$ cat src/rtl/unary_pkg.sv
// Shared definitions for the unary stream generator and the unary adder bench:
// FSM state encoding, default frame timing and the internal counter width.
package unary_pkg;

  typedef enum logic [1:0] {
    IDLE   = 2'd0,
    STREAM = 2'd1,
    WRITE  = 2'd2
  } state_e;

  // Default number of stream (read-mode) and write-mode cycles per frame.
  localparam int FRAME_LEN_DEF = 15;
  localparam int WRITE_LEN_DEF = 20;

  // Frame and write lengths are limited to 255, so 8 bits cover every count.
  localparam int CNT_W = 8;

endpackage

$ cat src/rtl/unary_thermo_cmp.sv
// Thermometer comparator: a stream bit is 1 while the cycle counter is below
// the (already saturated) operand, giving 'operand' leading ones per frame.
module unary_thermo_cmp
  import unary_pkg::*;
(
  input  logic [CNT_W-1:0] cnt_i,
  input  logic [CNT_W-1:0] a_eff_i,
  input  logic [CNT_W-1:0] b_eff_i,
  output logic             a_o,
  output logic             b_o
);

  // Pure compare; the caller registers the result.
  always_comb begin
    a_o = (cnt_i < a_eff_i);
    b_o = (cnt_i < b_eff_i);
  end

endmodule

$ cat src/rtl/unary_stream_gen.sv
// Unary stream generator: converts a binary operand pair into two thermometer
// bit streams for a downstream unary adder, followed by a write phase in which
// the adder emits its count. All downstream outputs are registered.
//
// Optional feature (macro UNARY_GEN_SKID_EN): a one-entry pending buffer that
// accepts the next operand pair while a frame is running and launches it
// immediately after the current frame's done cycle.
module unary_stream_gen
  import unary_pkg::*;
#(
  parameter int WIDTH     = 4,
  parameter int FRAME_LEN = FRAME_LEN_DEF,
  parameter int WRITE_LEN = WRITE_LEN_DEF
) (
  input  logic             clk,
  input  logic             rst,
  input  logic             in_valid,
  output logic             in_ready,
  input  logic [WIDTH-1:0] op_a,
  input  logic [WIDTH-1:0] op_b,
  output logic             A,
  output logic             B,
  output logic             en,
  output logic             read_or_write,
  output logic             done
);

  // Width used to compare an operand against FRAME_LEN without truncating either.
  localparam int OW = (WIDTH > CNT_W) ? WIDTH : CNT_W;

  localparam logic [CNT_W-1:0] STREAM_LAST = CNT_W'(FRAME_LEN - 1);
  localparam logic [CNT_W-1:0] WRITE_LAST  = CNT_W'(WRITE_LEN - 1);
  localparam logic [CNT_W-1:0] FRAME_SAT   = CNT_W'(FRAME_LEN);

  // Clamp an operand to FRAME_LEN so an oversized value gives an all-ones
  // stream instead of wrapping.
  function automatic logic [CNT_W-1:0] saturate(input logic [WIDTH-1:0] op);
    logic [OW-1:0] op_w;
    op_w = OW'(op);
    if (op_w > OW'(FRAME_LEN)) return FRAME_SAT;
    return op_w[CNT_W-1:0];
  endfunction

  state_e           state_q, state_d;
  logic [CNT_W-1:0] cnt_q, cnt_d;
  logic [CNT_W-1:0] a_eff_q, a_eff_d;
  logic [CNT_W-1:0] b_eff_q, b_eff_d;
  logic             rdy_en_q;

  logic             a_bit_q, a_bit_d;
  logic             b_bit_q, b_bit_d;
  logic             en_q, en_d;
  logic             rw_q, rw_d;
  logic             done_q, done_d;

  logic             therm_a, therm_b;
  logic             fire;
  logic [CNT_W-1:0] a_in_sat, b_in_sat;

`ifdef UNARY_GEN_SKID_EN
  logic             buf_vld_q, buf_vld_d;
  logic [CNT_W-1:0] buf_a_q, buf_a_d;
  logic [CNT_W-1:0] buf_b_q, buf_b_d;
  logic             last_write;

  assign last_write = (state_q == WRITE) && (cnt_q == WRITE_LAST);
  // Ready whenever the pending slot is free, in any state.
  assign in_ready   = rdy_en_q & ~buf_vld_q;
`else
  // Without the pending slot, new pairs are only taken between frames.
  assign in_ready   = rdy_en_q & (state_q == IDLE);
`endif

  assign fire     = in_valid & in_ready;
  assign a_in_sat = saturate(op_a);
  assign b_in_sat = saturate(op_b);

  // Frame sequencing: next state, cycle counter and captured operands.
  always_comb begin
    // NOTE: every signal driven here gets a default first so no path leaves
    // it unassigned; otherwise synthesis infers a latch.
    state_d = state_q;
    cnt_d   = cnt_q + 1'b1;
    a_eff_d = a_eff_q;
    b_eff_d = b_eff_q;
`ifdef UNARY_GEN_SKID_EN
    buf_vld_d = buf_vld_q;
    buf_a_d   = buf_a_q;
    buf_b_d   = buf_b_q;
`endif

    unique case (state_q)
      IDLE: begin
        cnt_d = '0;
        if (fire) begin
          state_d = STREAM;
          a_eff_d = a_in_sat;
          b_eff_d = b_in_sat;
        end
      end
      STREAM: begin
        if (cnt_q == STREAM_LAST) begin
          state_d = WRITE;
          cnt_d   = '0;
        end
      end
      WRITE: begin
        if (cnt_q == WRITE_LAST) begin
          state_d = IDLE;
          cnt_d   = '0;
        end
      end
      default: begin
        state_d = IDLE;
        cnt_d   = '0;
      end
    endcase

`ifdef UNARY_GEN_SKID_EN
    // A pair arriving mid-frame is parked in the pending slot.
    if ((state_q != IDLE) && fire) begin
      buf_vld_d = 1'b1;
      buf_a_d   = a_in_sat;
      buf_b_d   = b_in_sat;
    end
    // On the done cycle, chain straight into the next frame: the parked pair
    // first, else a pair arriving on this very edge, bypassing the slot.
    if (last_write) begin
      if (buf_vld_q) begin
        state_d   = STREAM;
        a_eff_d   = buf_a_q;
        b_eff_d   = buf_b_q;
        buf_vld_d = 1'b0;
      end else if (fire) begin
        state_d   = STREAM;
        a_eff_d   = a_in_sat;
        b_eff_d   = b_in_sat;
        buf_vld_d = 1'b0;
      end
    end
`endif
  end

  // Stream bits for the cycle being entered, from the next counter/operands.
  unary_thermo_cmp u_thermo (
    .cnt_i  (cnt_d),
    .a_eff_i(a_eff_d),
    .b_eff_i(b_eff_d),
    .a_o    (therm_a),
    .b_o    (therm_b)
  );

  // Decode the next state into output values so the outputs can be flops.
  always_comb begin
    en_d    = (state_d != IDLE);
    rw_d    = (state_d == WRITE);
    done_d  = (state_d == WRITE) && (cnt_d == WRITE_LAST);
    a_bit_d = (state_d == STREAM) && therm_a;
    b_bit_d = (state_d == STREAM) && therm_b;
  end

  // FSM, counter and operand registers; rdy_en_q holds off acceptance until
  // the first edge after reset is released.
  always_ff @(posedge clk or posedge rst) begin
    // NOTE: sequential state uses non-blocking assignments so every flop
    // samples pre-edge values regardless of statement order.
    if (rst) begin
      state_q  <= IDLE;
      cnt_q    <= '0;
      a_eff_q  <= '0;
      b_eff_q  <= '0;
      rdy_en_q <= 1'b0;
    end else begin
      state_q  <= state_d;
      cnt_q    <= cnt_d;
      a_eff_q  <= a_eff_d;
      b_eff_q  <= b_eff_d;
      rdy_en_q <= 1'b1;
    end
  end

  // Registered downstream outputs, cleared immediately by reset.
  always_ff @(posedge clk or posedge rst) begin
    if (rst) begin
      a_bit_q <= 1'b0;
      b_bit_q <= 1'b0;
      en_q    <= 1'b0;
      rw_q    <= 1'b0;
      done_q  <= 1'b0;
    end else begin
      a_bit_q <= a_bit_d;
      b_bit_q <= b_bit_d;
      en_q    <= en_d;
      rw_q    <= rw_d;
      done_q  <= done_d;
    end
  end

`ifdef UNARY_GEN_SKID_EN
  // Pending slot; a reset discards any parked pair.
  always_ff @(posedge clk or posedge rst) begin
    if (rst) begin
      buf_vld_q <= 1'b0;
      buf_a_q   <= '0;
      buf_b_q   <= '0;
    end else begin
      buf_vld_q <= buf_vld_d;
      buf_a_q   <= buf_a_d;
      buf_b_q   <= buf_b_d;
    end
  end
`endif

  assign A             = a_bit_q;
  assign B             = b_bit_q;
  assign en            = en_q;
  assign read_or_write = rw_q;
  assign done          = done_q;

endmodule

$ cat config.mk
export PLATFORM = sky130hd
export DESIGN_NAME = unary_stream_gen
export DESIGN_NICKNAME = d
export VERILOG_FILES = /design/src/rtl/unary_pkg.sv /design/src/rtl/unary_thermo_cmp.sv /design/src/rtl/unary_stream_gen.sv
export SDC_FILE = /design/constraint.sdc
export NUM_CORES = 1
export LEC_CHECK = 0
export CORE_MARGIN = 2
export CORE_UTILIZATION = 30
export CTS_BUF_LIST = sky130_fd_sc_hd__clkbuf_8 sky130_fd_sc_hd__clkbuf_16
export DETAILED_ROUTE_END_ITERATION = 16
export GPL_TIMING_DRIVEN = 0
export PLACE_DENSITY_LB_ADDON = 0.25
export SETUP_SLACK_MARGIN = 0.1
export SYNTH_ARGS = -nofsm -noshare
export SYNTH_HDL_FRONTEND = slang
export SYNTH_SLANG_ARGS = --single-unit
$ cat constraint.sdc
create_clock -name clk -period 2.9 [get_ports clk]
set_clock_uncertainty 0.15 [all_clocks]
set_input_delay 0.435 -clock clk [delete_from_list [all_inputs] [get_ports clk]]
set_output_delay 0.435 -clock clk [all_outputs]
set_load 0.01 [all_outputs]
==> impl_metrics.env <==
export IMPL_cts_sinks=32
export IMPL_yosys_warnings=0
export IMPL_ys_types=35
export IMPL_drc=0
export IMPL_slowest_stage="or3_1"
export IMPL_core_mm2=0.00544
export IMPL_fp_dieArea_mm2=0.00621
export IMPL_synth_xor_area_share=0.0261
export IMPL_ys_ff_latch=32
export IMPL_numCtsBuffers=5
export IMPL_max_freq_mhz=365
export IMPL_cts_root_buf="clkbuf_8"
export IMPL_firstDrtPassIters=4
export IMPL_stdcell_area_mm2=0.00238
export IMPL_clock_latency_ns=0.28
export IMPL_rsz0062_at_grt="true"
export IMPL_htree_levels=2
export IMPL_post_synth_mux_area_share=0.0492
export IMPL_clkTransAtPathRegs_ns=0.07
export IMPL_routedWlPerCell_um=12.7
export IMPL_place_congestion=0.762
export IMPL_drv_cap=0
export IMPL_min_period_ns=2.74
export IMPL_io_buffer_count=16
export IMPL_fill_cells=509
export IMPL_num_rows=27
export IMPL_grt_max_degree=33
export IMPL_ant_nets=0
export IMPL_crit_arrival_ns=2.74
export IMPL_min_period_over_period=0.945
export IMPL_critical_path_top_delay_family="compound AO/OA/AOI/OAI gates"
export IMPL_die_h_um=78.8
export IMPL_start_util=0.309
export IMPL_io_pins=17
export IMPL_drive_above_1_share=0.304
export IMPL_status="completed"
export IMPL_synth_cells=156
export IMPL_cp_start_kind="register"
export IMPL_dpl_cell_area_mm2=0.00193
export IMPL_grt_first_pass_wirelength_mm=5.64
export IMPL_grt_pass1_vias=1149
export IMPL_irDropWorstVdd_mv=0.347
export IMPL_async_flop_share=1.00
export IMPL_synth_compound_area_frac=0.124
export IMPL_drtIter0Drc=51
export IMPL_synthAdderAreaFrac=0.134
export IMPL_synth_edf_count=0
export IMPL_cp_cell_sequence="or3_1 > o21a_4 > o21ai_4 > buf_12 > nor2_4 > ha_1 > o21ai_0 > a221o_1 > a221oi_2 > a211oi_2"
export IMPL_seq_area_frac_synth=0.477
export IMPL_finalSetupTns_ns=0
export IMPL_setup_viol=0
export IMPL_crit_type="reg2reg"
export IMPL_dp_hpwl_mm=2.27
export IMPL_hold_class="in2async"
export IMPL_end_kind="register"
export IMPL_cp_num_buf_inv=1
export IMPL_maxSlewViolCount=0
export IMPL_syn_area_per_cell_um2=10.8
export IMPL_max_stage_delay_ns=0.41
export IMPL_critPathMaxFanout=7
export IMPL_via_per_inst=4.52
export IMPL_powerDensity_mw_per_mm2=633
export IMPL_critical_path_cell_count=10
export IMPL_syn_area_mm2=0.00168
export IMPL_die_w_um=78.8
export IMPL_reg2reg_depth=10
export IMPL_num_antenna_cells=0
export IMPL_route_vias_total=1202
export IMPL_syn_to_final_growth_pct=41.5
export IMPL_critPathRequiredTime_ns=2.90
export IMPL_routed_wl_mm=3.38
export IMPL_syn_num_nets=185
export IMPL_grt_use_total=0.119
export IMPL_grt_overflow=0
export IMPL_yosys_area_share_simple=0.129
export IMPL_nets=222
export IMPL_hold_violations=0
export IMPL_cts_tree="yes"
export IMPL_synthFlopType="dfrtp_1"
export IMPL_p_leak_nw=1.09
export IMPL_clk_path_buf_depth=2
export IMPL_antenna_found_initial=0
export IMPL_synth_top_family_by_area="adder cells"
## worst paths after layout
| kind | start | to | slack, ns |
|---|---|---|---|
| max | cnt_q[6] | B | 0.16 |
| max in group asynchronous | rst | b_eff_q[7] | 1.95 |
| min reg2reg | b_eff_q[5] | b_eff_q[5] | 0.31 |
| min in group clk | b_eff_q[5] | b_eff_q[5] | 0.31 |
| min | rst | done | 0.23 |
| max reg2reg | cnt_q[6] | B | 0.16 |
## metrics by stage
step                hold slack (ns)  utilization  total power [mW]  worst slack [ns]  cells
floorplan                     0.283            -             0.845             0.124    156
global placement              0.304        0.355             0.984            -0.528    244
detailed placement            0.306        0.355             0.986            -0.542    244
CTS                           0.322        0.398              1.43             0.100    258
global route                  0.237        0.437              1.61            0.0684    266
finish                        0.232        0.437              1.50             0.161    266
## what timing repair did
action	in CTS	in global routing
gates cloned	0	0
setup buffers	6	7
gates resized for setup	21	26
hold buffers	0	0
pin swaps	3	15
endpoints found under the setup margin	2	2
## area by class of cell
| class | count | area (µm²) | share of cell area |
|---|---|---|---|
| inverters | 25 | 93.8 | 0.0395 |
| clock inverters | 2 | 10.0 | 0.00421 |
| clock buffers | 6 | 82.6 | 0.0348 |
| plain buffers | 1 | 11.3 | 0.00474 |
| repair buffers | 30 | 305 | 0.128 |
| flip-flops and latches | 32 | 803 | 0.338 |
| multi-input cells | 98 | 980 | 0.412 |
| well taps | 72 | 90.1 | 0.0379 |
## per-layer routing
| layer | vias to the layer above | track usage | wire, µm |
|---|---|---|---|
| li1 | 609 | - | - |
| met1 | 571 | 0.153 | 1640 |
| met2 | 15 | 0.193 | 1580 |
| met3 | 7 | 0.0307 | 108 |
| met4 | 0 | 0.0466 | 44 |
| met5 | - | 0 | 0 |
## synth_stat cells (2+ instances only)
cell / n / area [µm²]
o21a_1: 2 / 15.0
inv_1: 25 / 93.8
ha_1: 18 / 225
o221ai_1: 2 / 17.5
mux2_2: 2 / 22.5
and2_1: 7 / 43.8
o21ai_0: 3 / 15.0
a211oi_2: 2 / 25.0
nor2_1: 8 / 30.0
dfrtp_1: 32 / 801
and4b_1: 2 / 20.0
nand3_1: 5 / 25.0
xnor2_1: 3 / 26.3
a221o_1: 2 / 20.0
mux2i_1: 6 / 60.1
nand2_1: 9 / 33.8
nor3_1: 2 / 10.0
a221oi_1: 3 / 26.3
a211oi_1: 2 / 15.0
a21oi_1: 4 / 20.0
o31ai_1: 2 / 15.0
xor2_1: 2 / 17.5
## flip-flops by register name, indices dropped and copies added, names as in the netlist
| register | count |
|---|---|
| b_eff_q | 8 |
| rdy_en_q | 1 |
| a_eff_q | 8 |
| A | 1 |
| done | 1 |
| B | 1 |
| read_or_write | 1 |
| cnt_q | 8 |
| en | 1 |
| state_q | 2 |
## where the power goes
part	switching, mW	leakage [nW]	total, mW	internal [mW]
combinational	0.287	0.626	0.577	0.290
sequential	0.0384	0.417	0.573	0.535
clock	0.165	0.0510	0.355	0.189
total	0.491	1.09	1.50	1.01
## cells in the final DEF, fill, tap and decap left out, types with 3 or more instances in the layout
cell,count
clkdlybuf4s50_1,16
mux2i_1,3
and2_1,7
o21ai_0,3
nor2_4,4
inv_1,23
ha_4,5
clkbuf_8,6
a211oi_2,4
nand3_1,4
dfrtp_1,30
buf_4,11
ha_1,12
nand2_1,9
nor2_1,3
xnor2_1,3
## kinds of logic after synthesis
group	count (synthesis)
AND/OR/NAND/NOR	40
flip-flops	32
AO/OA/AOI/OAI	26
buffers and inverters	26
adder cells (fa/ha/maj)	18
multiplexers	8
XOR/XNOR	5
other	1
No activity file was read; power rests on OpenSTA's default activity.
